`config.mk`:
```
export PLATFORM = sky130hd
export DESIGN_NAME = exe_alu_mul
export DESIGN_NICKNAME = d
export VERILOG_FILES = /design/src/rtl/exe_alu_mul.sv
export SDC_FILE = /design/constraint.sdc
export NUM_CORES = 2
export LEC_CHECK = 0
export ABC_AREA = 1
export BUFFER_PORTS_ARGS = -buffer_cell sky130_fd_sc_hd__buf_2
export CAP_MARGIN = 15
export CORE_ASPECT_RATIO = 0.9
export CORE_MARGIN = 4
export CORE_UTILIZATION = 25
export DETAILED_ROUTE_END_ITERATION = 10
export RECOVER_POWER = 25
export SLEW_MARGIN = 20
export SYNTH_ARGS = -nofsm -noshare
export SYNTH_HDL_FRONTEND = slang
export SYNTH_SLANG_ARGS = --single-unit
```
`constraint.sdc`:
```
create_clock -name clk -period 6.65 [get_ports clk]
set_input_delay 0.665 -clock clk [delete_from_list [all_inputs] [get_ports clk]]
set_output_delay 0.665 -clock clk [all_outputs]
set_load 0.1 [all_outputs]
```
`src/rtl/exe_alu_mul.sv`:
```
// Execute-stage ALU with two-cycle multiply sequencing.
// Owns the NZCV status register fed back to the ID stage.
module exe_alu_mul #(
  parameter int WIDTH = 32
) (
  input  logic             clk,
  input  logic             rst,
  input  logic [3:0]       exe_cmd,
  input  logic [WIDTH-1:0] val1,
  input  logic [WIDTH-1:0] val2,
  input  logic             status_update,
  input  logic             freeze,
  output logic [WIDTH-1:0] alu_result,
  output logic [3:0]       status_out,
  output logic             mul_pending,
  output logic             mul_err
);

  localparam int H = WIDTH / 2;
  localparam int M = WIDTH - 1;

  localparam logic [3:0] C_MOV  = 4'b0001;
  localparam logic [3:0] C_ADD  = 4'b0010;
  localparam logic [3:0] C_ADC  = 4'b0011;
  localparam logic [3:0] C_SUB  = 4'b0100;
  localparam logic [3:0] C_SBC  = 4'b0101;
  localparam logic [3:0] C_AND  = 4'b0110;
  localparam logic [3:0] C_ORR  = 4'b0111;
  localparam logic [3:0] C_EOR  = 4'b1000;
  localparam logic [3:0] C_MVN  = 4'b1001;
  localparam logic [3:0] C_MUL1 = 4'b1100;
  localparam logic [3:0] C_MUL2 = 4'b1101;

  logic [WIDTH-1:0] acc;
  logic [WIDTH-1:0] op1;
  logic [H-1:0]     op2_hi;
  logic [3:0]       status;
  logic             pending;
  logic             err;

  logic             c_in;
  logic [WIDTH:0]   sum;
  logic [WIDTH-1:0] res;
  logic             cout;
  logic             ovf;
  logic             arith;
  logic             logic_op;

  logic [WIDTH-1:0] lo_ext;
  logic [WIDTH-1:0] hi_ext;
  logic [WIDTH-1:0] partial;
  logic [WIDTH-1:0] hi_prod;
  logic [WIDTH-1:0] product;

  assign c_in    = status[1];
  assign lo_ext  = {{H{1'b0}}, val2[H-1:0]};
  assign hi_ext  = {{H{1'b0}}, op2_hi};
  assign partial = val1 * lo_ext;
  assign hi_prod = op1 * hi_ext;
  assign product = acc + (hi_prod << H);

  always_comb begin
    sum      = '0;
    res      = '0;
    cout     = 1'b0;
    ovf      = 1'b0;
    arith    = 1'b0;
    logic_op = 1'b0;
    unique case (exe_cmd)
      C_MOV: begin res = val2; logic_op = 1'b1; end
      C_MVN: begin res = ~val2; logic_op = 1'b1; end
      C_AND: begin res = val1 & val2; logic_op = 1'b1; end
      C_ORR: begin res = val1 | val2; logic_op = 1'b1; end
      C_EOR: begin res = val1 ^ val2; logic_op = 1'b1; end
      C_ADD, C_ADC: begin
        sum = {1'b0, val1} + {1'b0, val2}
            + {{WIDTH{1'b0}}, (exe_cmd == C_ADC) & c_in};
        res   = sum[M:0];
        cout  = sum[WIDTH];
        ovf   = (val1[M] == val2[M]) & (res[M] != val1[M]);
        arith = 1'b1;
      end
      C_SUB, C_SBC: begin
        sum = {1'b0, val1} - {1'b0, val2}
            - {{WIDTH{1'b0}}, (exe_cmd == C_SBC) & ~c_in};
        res   = sum[M:0];
        cout  = ~sum[WIDTH];
        ovf   = (val1[M] != val2[M]) & (res[M] != val1[M]);
        arith = 1'b1;
      end
      C_MUL1: res = partial;
      C_MUL2: res = pending ? product : '0;
      default: res = '0;
    endcase
  end

  always_ff @(posedge clk) begin
    if (rst) begin
      acc     <= '0;
      op1     <= '0;
      op2_hi  <= '0;
      status  <= '0;
      pending <= 1'b0;
      err     <= 1'b0;
    end else if (!freeze) begin
      err <= 1'b0;
      if (exe_cmd == C_MUL1) begin
        op1     <= val1;
        op2_hi  <= val2[M:H];
        acc     <= partial;
        pending <= 1'b1;
      end else if (exe_cmd == C_MUL2) begin
        if (pending) begin
          pending <= 1'b0;
          if (status_update)
            status[3:2] <= {res[M], res == '0};
        end else begin
          err <= 1'b1;
        end
      end else begin
        // any other command drops an in-flight multiply
        if (pending) begin
          pending <= 1'b0;
          err     <= 1'b1;
        end
        if (status_update && arith)
          status <= {res[M], res == '0, cout, ovf};
        else if (status_update && logic_op)
          status[3:2] <= {res[M], res == '0};
      end
    end
  end

  assign alu_result  = res;
  assign status_out  = status;
  assign mul_pending = pending;
  assign mul_err     = err;

endmodule
```
==> metrics.txt <==
status=complete, but fails checks; violated checks=max-capacitance violations, max-slew violations, negative setup slack; IO Count=110; core area=106000 um^2; fill count=11320; Via density=4.761; CTS tree=built; final wirelength=114.7 mm; Min-Delay Path Class=register to register; Worst-Margin Slew=3.506 ns; Final period util=109.7%; Port Buffer Count=109; H-Tree Level Count=3; Worst EP arrival=6.63 ns; number of synthesized register bits=70; CTS Sinks=70; yosys warns=0; final setup vio count=21; clock transition at the registers of the reported paths=0.07 ns; Die W=353.6 um; Chip Height=319.0 um; DIE AREA=112800 um^2; detailed placement HPWL=95.85 mm; nature of the critical path endpoint=output pin; Pre-Repair DR Iteration Count=6; Final Skew=0.01262 ns; initial antenna violation count=6; Req. time, crit path=5.98 ns; Routed WL per cell=19.41 um; gr ovfl total=0; area delta synth->final=33.30%; peak fanout along the critical path=7; Syn Area/Cell=6.581 um^2; Overall Global Routing Usage=20.15%; vias=28130; Setup WS pre-CTS=-0.7118 ns; max cap viols=1; mapped cell area=26870 um^2; Final Hold Vio Count=0; fin nets=5240; most frequent CP cell=inv_1; antenna-violating nets left=0; CTS Root Buffer Type=clkbuf_16; RePlAce Congestion=1.002; Slew Limit Fails=93; Starting Density=25.34%; Cell variety after synth=46; CP max stage delay=0.55 ns; non-filler cells, final=5909; PnR worst setup slack=-0.6456 ns; CP Launch Type=register; EDFF count, synth=0; register area share after synthesis=5.216%; fmax=137.1 MHz; type of the worst setup path=register to output pin; Max-slew headroom=-133.7%; CTS Buf Count=9; Placed Cells=5810; # DRC=0; Clock Latency Late Sink=0.39 ns; RSZ-0062 raised after global routing=yes; Clock Path Buffers=2; setup_tns=-6.458 ns; # rows=113; slowest stage cell, crit path=fa_1; Hold Buf Count CTS=0; share of cells above drive strength 1=21.42%; largest net degree at the start of global routing=93; Most used DFF post-synth=dfxtp_1; initial DRC count=2294; async set-or-reset flop fraction in the synthesized netlist=0%; post-layout min period=7.296 ns; net count after synthesis=4800; vias in the first global route=28660; first-pass GRT wire length=173.8 mm; Mapped Cells=4083
==> cell families after synthesis <==
kind of cell,after synthesis,synth area share [%]
flops,70,5.216
simple gates,1544,23.58
xor+xnor,40,1.304
fa+ha+maj,645,40.91
compound gates,546,11.57
buf+inv,1238,17.43
==> stage by stage <==
step | utilization [%] | area (um^2) | hold slack, ns
global route | 33.77 | 35810 | 0.4749
detailed placement | 30.79 | 32650 | 0.4506
CTS | 33.06 | 35050 | 0.4608
finish | 33.78 | 35820 | 0.4593
floorplan | - | 28070 | 0.4246
global placement | 30.79 | 32650 | 0.4406
==> area by class of cell <==
cell class | instances | area, um^2 | area share, %
antenna | 1 | 2.502 | 0.006987
clock buffer | 11 | 232.7 | 0.6498
multi-input combinational | 2775 | 22770 | 63.56
clock inverter | 5 | 107.6 | 0.3004
sequential | 70 | 1440 | 4.021
inverter | 1080 | 4068 | 11.36
tap | 1380 | 1727 | 4.821
timing repair buffer | 587 | 5473 | 15.28
==> routing by layer <==
| layer | routed length (um) | up-vias | track usage [%] |
|---|---|---|---|
| met2 | 52510 | 1077 | 33.45 |
| met1 | 47780 | 13650 | 25.90 |
| met3 | 8088 | 217 | 3.223 |
| met4 | 6265 | 4 | 8.865 |
| li1 | - | 13180 | - |
| met5 | 27 | - | 0 |
==> worst max-delay path: cells and delay by family (launching register included) <==
family                   cells  cell delay, ns
buffers and inverters       14            1.25
flip-flops                   1            0.39
XOR/XNOR                     1            0.17
AND/OR/NAND/NOR              7            0.67
AO/OA/AOI/OAI                3            0.51
adder cells (fa/ha/maj)      8            3.22
==> cell usage after synthesis (2+ instances only) <==
cell	number	area, um^2
a2111oi_0	4	35.03
a211oi_1	14	105.1
a21boi_0	7	52.55
a21o_1	15	112.6
a21oi_1	219	1096
a221oi_1	10	87.58
a31oi_1	6	37.54
buf_1	4	15.01
buf_2	25	125.1
clkbuf_1	128	480.5
dfxtp_1	70	1401
fa_1	389	7787
ha_1	256	3203
inv_1	1073	4028
inv_2	7	26.28
nand2_1	1039	3900
nand2_2	2	12.51
nand2_4	2	22.52
nand2b_1	2	12.51
nand3_1	179	895.9
nand3b_1	11	82.58
nand4_1	59	369.1
nor2_1	205	769.5
nor3_1	21	105.1
nor4_1	6	37.54
o2111ai_1	3	26.28
o211ai_1	17	127.6
o21a_1	9	67.56
o21ai_0	168	840.8
o21ai_1	4	20.02
o21bai_1	23	172.7
o221ai_1	7	61.31
o22ai_1	37	231.5
or2_1	4	25.02
or2_2	9	56.30
xnor2_1	16	140.1
xor2_1	24	210.2
==> layout by cell type (no fill, tap or decap), types with 46 or more instances in the layout <==
master / n
buf_2: 46
nand2_2: 56
dfxtp_1: 57
ha_1: 214
o21ai_0: 147
buf_6: 67
nand4_1: 59
inv_1: 1011
inv_2: 64
buf_12: 61
a21oi_1: 191
buf_4: 389
fa_1: 378
nand2_1: 943
nor2_1: 176
nand3_1: 151
==> sequential cells by signal, indices dropped and copies added (netlist names) <==
signal and cells:
status_out 4, mul_pending 1, acc 32, op2_hi 16, op1 16, mul_err 1
==> timing repair <==
action | 4_1_cts | 5_1_grt
buffers inserted | 62 | 23
pin swaps | 159 | 134
endpoints found under the setup margin | 25 | 27
gates resized for setup | 373 | 173
gates cloned | 7 | 0
==> path summary, 6_finish.rpt <==
| path | start | to | slack (ns) | cells after the start |
|---|---|---|---|---|
| worst max-delay path | op1[5] | alu_result[31] | -0.65 | 33 |
| worst min register to register | acc[3] | acc[3] | 0.46 | 2 |
| worst max register to register | op1[5] | status_out[2] | -0.31 | 37 |
| worst min-delay path | acc[3] | acc[3] | 0.46 | 2 |
Power is left out: the tool's default activity adds up to more than one toggle a clock period on the data nets, which glitch-free logic cannot reach.
